## src/rtl/riscv_pkg.sv

```systemverilog
// Shared RISC-V front-end definitions: opcode constants, the NOP encoding
// and the fetch FSM state type.
package riscv_pkg;

    localparam logic [6:0]  OP_R      = 7'b0110011;
    localparam logic [6:0]  OP_IMM    = 7'b0010011;
    localparam logic [6:0]  OP_LOAD   = 7'b0000011;
    localparam logic [6:0]  OP_STORE  = 7'b0100011;
    localparam logic [6:0]  OP_BRANCH = 7'b1100011;
    localparam logic [6:0]  OP_JAL    = 7'b1101111;

    localparam logic [31:0] INSTR_NOP = 32'h0000_0013;

    typedef enum logic [0:0] {
        RUN   = 1'b0,
        DRAIN = 1'b1
    } fetch_state_t;

endpackage

```

## src/rtl/fetch_buffer.sv

```systemverilog
// Synchronous FIFO holding {pc, instr} entries; flush empties it in one cycle.
// Push is ignored when full and pop when empty.
module fetch_buffer #(
    parameter int WIDTH = 64,
    parameter int DEPTH = 2
) (
    input  logic                       clk,
    input  logic                       rst,
    input  logic                       push,
    input  logic [WIDTH-1:0]           push_data,
    input  logic                       pop,
    input  logic                       flush,
    output logic [WIDTH-1:0]           head,
    output logic [$clog2(DEPTH):0]     count
);

    localparam int AW = $clog2(DEPTH);
    localparam int CW = AW + 1;

    logic [WIDTH-1:0] mem [DEPTH];
    logic [AW-1:0]    wr_ptr;
    logic [AW-1:0]    rd_ptr;
    logic [CW-1:0]    cnt;
    logic             do_push;
    logic             do_pop;

    assign do_push = push && (cnt != CW'(DEPTH));
    assign do_pop  = pop && (cnt != {CW{1'b0}});
    assign head    = mem[rd_ptr];
    assign count   = cnt;

    // Storage array; contents are don't-care while the pointers mark it empty.
    always_ff @(posedge clk) begin
        if (do_push && !flush && !rst) begin
            mem[wr_ptr] <= push_data;
        end
    end

    // Pointers and occupancy.
    always_ff @(posedge clk) begin
        if (rst || flush) begin
            wr_ptr <= {AW{1'b0}};
            rd_ptr <= {AW{1'b0}};
            cnt    <= {CW{1'b0}};
        end else begin
            if (do_push) begin
                wr_ptr <= wr_ptr + AW'(1);
            end
            if (do_pop) begin
                rd_ptr <= rd_ptr + AW'(1);
            end
            case ({do_push, do_pop})
                2'b10:   cnt <= cnt + CW'(1);
                2'b01:   cnt <= cnt - CW'(1);
                default: cnt <= cnt;
            endcase
        end
    end

endmodule

```

## src/rtl/instr_fetch_unit.sv

```systemverilog
// Instruction fetch front end: PC, credit-limited request issue, response
// buffering and redirect flush. Optional counters enabled by FETCH_PERF_EN.
module instr_fetch_unit
    import riscv_pkg::*;
#(
    parameter int               XLEN      = 32,
    parameter logic [XLEN-1:0]  RESET_PC  = 32'h0000_0000,
    parameter int               BUF_DEPTH = 2
) (
    input  logic             clk,
    input  logic             rst,
    output logic             imem_req_valid,
    input  logic             imem_req_ready,
    output logic [XLEN-1:0]  imem_req_addr,
    input  logic             imem_rsp_valid,
    input  logic [31:0]      imem_rsp_data,
    input  logic             redirect_valid,
    input  logic [XLEN-1:0]  redirect_pc,
    input  logic             stall,
    output logic             instr_valid,
    output logic [XLEN-1:0]  instr_pc,
    output logic [31:0]      instr,
    output logic [6:0]       opcode,
    output logic [2:0]       funct3,
    output logic [6:0]       funct7,
    output logic [4:0]       rd,
    output logic [4:0]       rs1,
    output logic [4:0]       rs2
`ifdef FETCH_PERF_EN
    ,
    output logic [31:0]      perf_fetched,
    output logic [31:0]      perf_flushes
`endif
);

    localparam int CW = $clog2(BUF_DEPTH) + 1;

    fetch_state_t       state, state_next;
    logic [XLEN-1:0]    pc, pc_next;
    logic [CW-1:0]      outstanding, outstanding_next;
    logic [CW-1:0]      discard, discard_next;
    logic [CW-1:0]      count;
    logic [XLEN+31:0]   head;
    logic               accept;
    logic               push;
    logic               pop;
    logic               head_valid;
    logic [XLEN-1:0]    push_pc;

    assign head_valid     = !rst && (count != {CW{1'b0}});
    assign imem_req_valid = !rst && (state == RUN) && !redirect_valid &&
                            ((CW+1)'(count) + (CW+1)'(outstanding) < (CW+1)'(BUF_DEPTH));
    assign imem_req_addr  = pc;
    assign accept         = imem_req_valid && imem_req_ready;
    assign push           = imem_rsp_valid && !redirect_valid && (discard == {CW{1'b0}});
    assign pop            = head_valid && !stall && !redirect_valid;
    // Responses return in order, so the oldest in-flight request sits
    // outstanding words behind the current pc.
    assign push_pc        = pc - (XLEN'(outstanding) << 2);

    fetch_buffer #(
        .WIDTH (XLEN + 32),
        .DEPTH (BUF_DEPTH)
    ) u_buf (
        .clk       (clk),
        .rst       (rst),
        .push      (push),
        .push_data ({push_pc, imem_rsp_data}),
        .pop       (pop),
        .flush     (redirect_valid),
        .head      (head),
        .count     (count)
    );

    assign instr_valid = head_valid;
    assign instr       = head_valid ? head[31:0] : INSTR_NOP;
    assign instr_pc    = head_valid ? head[XLEN+31:32] : {XLEN{1'b0}};
    assign opcode      = instr[6:0];
    assign funct3      = instr[14:12];
    assign funct7      = instr[31:25];
    assign rd          = instr[11:7];
    assign rs1         = instr[19:15];
    assign rs2         = instr[24:20];

    // Fetch state, pc and credit registers.
    always_ff @(posedge clk) begin
        if (rst) begin
            state       <= RUN;
            pc          <= RESET_PC;
            outstanding <= {CW{1'b0}};
            discard     <= {CW{1'b0}};
        end else begin
            state       <= state_next;
            pc          <= pc_next;
            outstanding <= outstanding_next;
            discard     <= discard_next;
        end
    end

    // Next-state: a redirect re-targets pc and turns every remaining
    // in-flight request into one to be discarded.
    always_comb begin
        state_next       = state;
        pc_next          = pc;
        outstanding_next = outstanding;
        discard_next     = discard;
        case ({accept, imem_rsp_valid})
            2'b10:   outstanding_next = outstanding + CW'(1);
            2'b01:   outstanding_next = outstanding - CW'(1);
            default: outstanding_next = outstanding;
        endcase
        if (redirect_valid) begin
            pc_next      = redirect_pc & ~XLEN'(3);
            discard_next = outstanding_next;
            state_next   = (outstanding_next != {CW{1'b0}}) ? DRAIN : RUN;
        end else begin
            pc_next = accept ? (pc + XLEN'(4)) : pc;
            if (imem_rsp_valid && (discard != {CW{1'b0}})) begin
                discard_next = discard - CW'(1);
            end else begin
                discard_next = discard;
            end
            if ((state == DRAIN) && (discard_next == {CW{1'b0}})) begin
                state_next = RUN;
            end else begin
                state_next = state;
            end
        end
    end

`ifdef FETCH_PERF_EN
    // Push and redirect event counters, wrapping at 2^32.
    always_ff @(posedge clk) begin
        if (rst) begin
            perf_fetched <= 32'd0;
            perf_flushes <= 32'd0;
        end else begin
            perf_fetched <= perf_fetched + (push ? 32'd1 : 32'd0);
            perf_flushes <= perf_flushes + (redirect_valid ? 32'd1 : 32'd0);
        end
    end
`endif

endmodule

```

## config.mk

```make
export PLATFORM = sky130hd
export DESIGN_NAME = instr_fetch_unit
export DESIGN_NICKNAME = d
export VERILOG_FILES = /design/src/rtl/riscv_pkg.sv /design/src/rtl/fetch_buffer.sv /design/src/rtl/instr_fetch_unit.sv
export SDC_FILE = /design/constraint.sdc
export NUM_CORES = 1
export LEC_CHECK = 0
export CORE_MARGIN = 1
export CORE_UTILIZATION = 45
export DETAILED_ROUTE_END_ITERATION = 8
export PLACE_DENSITY = 0.74
export REMOVE_ABC_BUFFERS = 1
export SETUP_SLACK_MARGIN = 0.05
export SLEW_MARGIN = 0
export SYNTH_ARGS = -nofsm -noshare
export SYNTH_HDL_FRONTEND = slang
export SYNTH_SLANG_ARGS = --single-unit
```

## constraint.sdc

```tcl
create_clock -name clk -period 12.3 [get_ports clk]
set_input_delay 3.69 -clock clk [delete_from_list [all_inputs] [get_ports clk]]
set_output_delay 3.69 -clock clk [all_outputs]
set_load 0.005 [all_outputs]
```

==> flow_summary.ini, run 1 <==
[die]
boundaryPins = 200
row_count = 48
dieArea_um2 = 18000
initial_core_util_pct = 45.9
core-area_um2 = 17200
die_height_um = 134
die_w_um = 134

[status]
status = finished clean

[global_routing]
grt_pass1_wl_um = 28700
overflow = 0
grt_pass1_vias = 5516
grt_max_degree = 63
grt_usage_pct = 20.7
antenna_found_initial = 0

[timing]
worstMarginPinSlew_ns = 1.12
slew_headroom_pct = 25.5
tns_ns = 0
slew_viol_final = 0
finalCriticalPeriod_ns = 9.87
finalCritPeriodShare_pct = 80.3
skew_ns = 0.00936
setup_viol = 0
final_hold_viol_count = 0
fmax_ghz = 0.101
rsz0062_at_grt = no

[critical_path]
critPathLaunchType = input port
crit_path_max_fanout = 37
worst_ep_arrival_time_ns = 6.18
cp-end-kind = output port
crit_required_ns = 8.61
crit_type = in2out
worstRegToRegCells = 10

[cts]
cts_resized = 0
htree_num_levels = 4
root_buffer = clkbuf_16
clockBufferDepth = 2
clkTransAtPathRegs_ns = 0.06
holdBufCountCts = 0
cts_buffers = 17
insertion_delay_ns = 0.42
clock-sinks = 164
post-cts-setup-buffers = 0
cts_tree = built

[power]
power_mw = 1.31
power_leakage_nw = 3.44
power_density_nw_per_um2 = 127
ir_worst_vdd_uv = 95.1

[synth]
yosys.area.top_type = edfxtp_1
synth_top_area_share_pct = 47.3
avgSynthCellArea_um2 = 11.4
ys_seq_elements = 164
netlist_instances = 692
synth_warnings = 0
ys_seq_area_share_pct = 57.4
synth_cell_types = 56
ys_top_cells_by_area = edfxtp_1, dfxtp_1, mux2i_1
syn-cell-area_um2 = 7880
synth_edf_count = 124
synth_ff_type = edfxtp_1
async_reset_ff_share_pct = 0

[drt]
wl_per_cell_um = 17.3
ant_nets = 0
dr.pass1.iters = 5
via_count = 5794
via_per_inst = 5.43
drtIter0Drc = 393
wirelength_um = 18500
drc = 0

[worst_hold_path]
hold_class = reg2reg
holdPathStages = 2

[layout]
num_antenna_cells = 0
multi_input_area_um2 = 2840
syn_to_final_growth_pct = 30.6
nNetsFinal = 907
regArea_um2 = 4530
drive_above_1_share_pct = 6.29
nFillCells = 1423
layoutNonFillerInstCount = 1067

[flow_run]
maxCapViolCount = 0

[place]
portBuffers = 193
hpwl_um = 12500
placed_cells = 1035
gp_congestion = 0.826
==> cell families after synthesis <==
group / after synthesis / share of synthesized area (%)
AO/OA/AOI/OAI: 73 / 6.02
multiplexers: 67 / 8.53
other: 1 / 0.0476
flip-flops: 164 / 57.4
buffers and inverters: 100 / 6.73
AND/OR/NAND/NOR: 238 / 15.2
XOR/XNOR: 41 / 4.56
adder cells (fa/ha/maj): 8 / 1.46
==> registers in the layout, indices dropped and copies added, names as in the netlist, named ones only <==
register	flops
discard	2
imem_req_addr	30
outstanding	2
state	1
u_buf.count	2
u_buf.mem	124
u_buf.rd_ptr	1
u_buf.wr_ptr	1
==> synthesized netlist by cell type, drive strengths merged, types with 9 or more instances <==
cell type / number
edfxtp: 124
a31oi: 10
dfxtp: 40
clkbuf: 39
xnor2: 17
and2: 14
nor2: 96
nor4: 13
nand2: 29
inv: 13
or3: 10
nand3: 14
nor3: 18
nand4: 13
mux2i: 66
xor2: 24
o21ai: 9
buf: 47
a21oi: 20
==> routing by layer <==
metal	up-vias	part of all wire (%)	global-route usage, %
met4	0	1.2	6.05
li1	2735	-	-
met5	-	0	0
met2	247	50	35.8
met3	17	6.4	4.61
met1	2795	42	25.8
==> worst max-delay path, stage by stage <==
cell and delay [ns]:
clkdlybuf4s50_1 0.45, buf_4 0.36, or2_2 0.59, buf_4 0.45, nor2_1 0.12, clkdlybuf4s50_1 0.47
==> where the power goes <==
group / total, mW / internal, mW / leakage, nW / switching (mW)
sequential: 0.643 / 0.621 / 1.46 / 0.0223
clock: 0.528 / 0.306 / 0.293 / 0.223
combinational: 0.138 / 0.0709 / 1.68 / 0.0676
total: 1.31 / 0.998 / 3.44 / 0.313
==> worst paths after layout <==
path,endpoint,slack [ns],start
worst max-delay path,instr[26],2.43,rst
worst min-delay path,flop,0.54,u_buf.rd_ptr
worst max register to register,state,7.92,u_buf.count[0]
worst min register to register,flop,0.54,u_buf.rd_ptr
==> layout make-up <==
type	count	share of cell area, %
Multi-Input combinational cell	431	27.6
Sequential cell	164	44.0
Clock inverter	14	1.59
Clock buffer	18	4.17
Timing Repair Buffer	201	19.4
Tap cell	225	2.74
Inverter	14	0.511
==> stage by stage <==
| step | util (%) | hold WS, ns | worst slack [ns] | area [um^2] |
|---|---|---|---|---|
| floorplan | - | 0.481 | 3.47 | 7410 |
| global placement | 56.5 | 0.498 | 2.41 | 9700 |
| detailed placement | 56.5 | 0.513 | 2.39 | 9700 |
| CTS | 59.9 | 0.532 | 2.36 | 10300 |
| global route | 59.9 | 0.613 | 2.28 | 10300 |
| finish | 59.9 | 0.538 | 2.43 | 10300 |
==> cells in the final DEF, fill, tap and decap left out, types with 13 or more instances in the layout <==
master and instances:
mux2i_1 66, and2_1 13, nand3_1 14, xnor2_1 17, clkdlybuf4s50_1 193, nor2_1 96
dfxtp_1 39, a21oi_1 20, xor2_1 24, edfxtp_1 124, nor3_1 14, inv_1 13
nand2_1 29, clkbuf_16 17, nand4_1 13
No activity file was read; power rests on OpenSTA's default activity.
==> run 2: changes to the inputs <==
--- a/config.mk
+++ b/config.mk
@@ -8,7 +8,7 @@
 export CORE_MARGIN = 1
 export CORE_UTILIZATION = 45
 export DETAILED_ROUTE_END_ITERATION = 8
-export PLACE_DENSITY = 0.74
+export PLACE_DENSITY = 0.77
 export REMOVE_ABC_BUFFERS = 1
 export SETUP_SLACK_MARGIN = 0.05
 export SLEW_MARGIN = 0
==> constraint.sdc (replaced) <==
create_clock -name clk -period 7.99 [get_ports clk]
set_input_delay 2.397 -clock clk [delete_from_list [all_inputs] [get_ports clk]]
set_output_delay 2.397 -clock clk [all_outputs]
set_load 0.005 [all_outputs]
==> flow_summary.ini, run 2 (same netlist as run 1, synthesis figures left out) <==
[status]
status = finished clean

[global_routing]
grt_pass1_wl_um = 28700
grt_pass1_vias = 5604
overflow = 0
grt_usage_pct = 20.7
antenna_found_initial = 0
grt_max_degree = 63

[critical_path]
r2r_slack_ns = 4.37
crit_path_max_fanout = 61
worstRegToRegCells = 11
worst_ep_arrival_time_ns = 4.42
crit_type = in2out
cp-end-kind = output port
crit_required_ns = 5.59
critPathLaunchType = input port
r2r_start = u_buf.count[0]
rr_endpoint = state

[drt]
wirelength_um = 17900
drc = 0
via_count = 5682
ant_nets = 0
dr.pass1.iters = 5
wl_per_cell_um = 16.8
drtIter0Drc = 309
via_per_inst = 5.34

[cts]
clkTransAtPathRegs_ns = 0.07
cts_resized = 0
clock-sinks = 164
post-cts-setup-buffers = 0
cts_buffers = 17
holdBufCountCts = 0
clockBufferDepth = 2
cts_tree = built
root_buffer = clkbuf_16
insertion_delay_ns = 0.42
htree_num_levels = 4

[die]
initial_core_util_pct = 45.9
dieArea_um2 = 18000
core-area_um2 = 17200
die_height_um = 134
row_count = 48
die_w_um = 134
boundaryPins = 200

[timing]
tns_ns = 0
setup_viol = 0
slew_viol_final = 0
setup_ws_ns = 1.17
fmax_ghz = 0.147
slew_headroom_pct = 23.7
final_hold_viol_count = 0
finalCriticalPeriod_ns = 6.82
rsz0062_at_grt = no
finalCritPeriodShare_pct = 85.3
worstMarginPinSlew_ns = 1.14
skew_ns = 0.0117

[place]
gp_congestion = 0.802
hpwl_um = 11700
portBuffers = 193
pre_cts_slack_ns = 1.16
placed_area_um2 = 9680

[layout]
nNetsFinal = 905
stdcell_area_um2 = 10300
num_antenna_cells = 0
regMostFlops = u_buf.mem
layout.cells.most_common_list = clkdlybuf4s50_1, edfxtp_1, nor2_1
largest_reg_flops = 124
final_common_cell = clkdlybuf4s50_1
drive_above_1_share_pct = 6.19
syn_to_final_growth_pct = 30.2

[worst_hold_path]
holdPathStages = 2
min_from = u_buf.rd_ptr
hold_class = reg2reg

[flow_run]
maxCapViolCount = 0

[power]
power_mw = 1.99
power_density_nw_per_um2 = 194
p_seq_share_pct = 49.8
p_switching_mw = 0.486
power_leakage_nw = 3.40
p_clk_share_pct = 39.5
ir_worst_vdd_uv = 149
internal_power_mw = 1.50
pwr-share-comb_pct = 10.7
sw_frac_of_total_pct = 24.5
run 2: cell types whose count changed in the layout (fill, tap and decap cells not counted):
cell,delta
clkinv_4,-1
clkinv_2,+1
clkinv_8,+1
clkbuf_1,-1
clkinvlp_4,+4
bufinv_16,-1
inv_6,-3
buf_4,-2
run 2: stage by stage:
stage / instances / hold WS (ns) / util, %
2_1_floorplan: 609 / 0.481 / -
3_3_place_gp: 1033 / 0.495 / 56.4
3_5_place_dp: 1033 / 0.498 / 56.4
4_1_cts: 1065 / 0.524 / 59.7
5_1_grt: 1065 / 0.577 / 59.7
6_report: 1065 / 0.521 / 59.7
run 2: cell type report:
cell class	instances	area (um^2)
fill	1429	6920
sequential	164	4530
multi-input combinational	431	2840
tap	225	282
clock inverter	15	150
timing repair buffer	199	1980
clock buffer	17	425
inverter	14	52.6
run 2: how the worst max path moves through the flow:
stage / startpoint / endpoint / slack, ns / cells past startpoint
floorplan: rst / u_buf.mem[0][0] / 0.46 / 2
global placement: rst / opcode[0] / 1.21 / 6
detailed placement: rst / instr[4] / 1.16 / 6
CTS: rst / instr[4] / 1.16 / 6
global route: rst / instr[4] / 1.03 / 6
finish: rst / instr[4] / 1.17 / 6
run 2: critical path, cell delays in order:
cell and delay (ns):
clkdlybuf4s50_1 0.49, or2_2 0.11, buf_4 0.50, inv_1 0.19, nand2_1 0.13, clkdlybuf4s50_1 0.51
run 2: power groups by stage:
| stage | Clock, mW | Combinational (mW) | Sequential (mW) |
|---|---|---|---|
| 2_1_floorplan | 0 | 0.105 | 1.00 |
| 3_3_place_gp | 0 | 0.206 | 1.01 |
| 3_5_place_dp | 0 | 0.213 | 1.01 |
| 4_1_cts | 0.800 | 0.215 | 0.990 |
| 5_1_grt | 0.831 | 0.236 | 0.995 |
| 6_report | 0.785 | 0.213 | 0.991 |
run 2: per-layer routing:
metal	global-route usage, %	up-vias	routed length (um)
met5	0	-	0
met4	6.87	0	230
met3	5.10	19	1180
met2	35.8	214	9020
met1	25.1	2713	7510
li1	-	2736	-
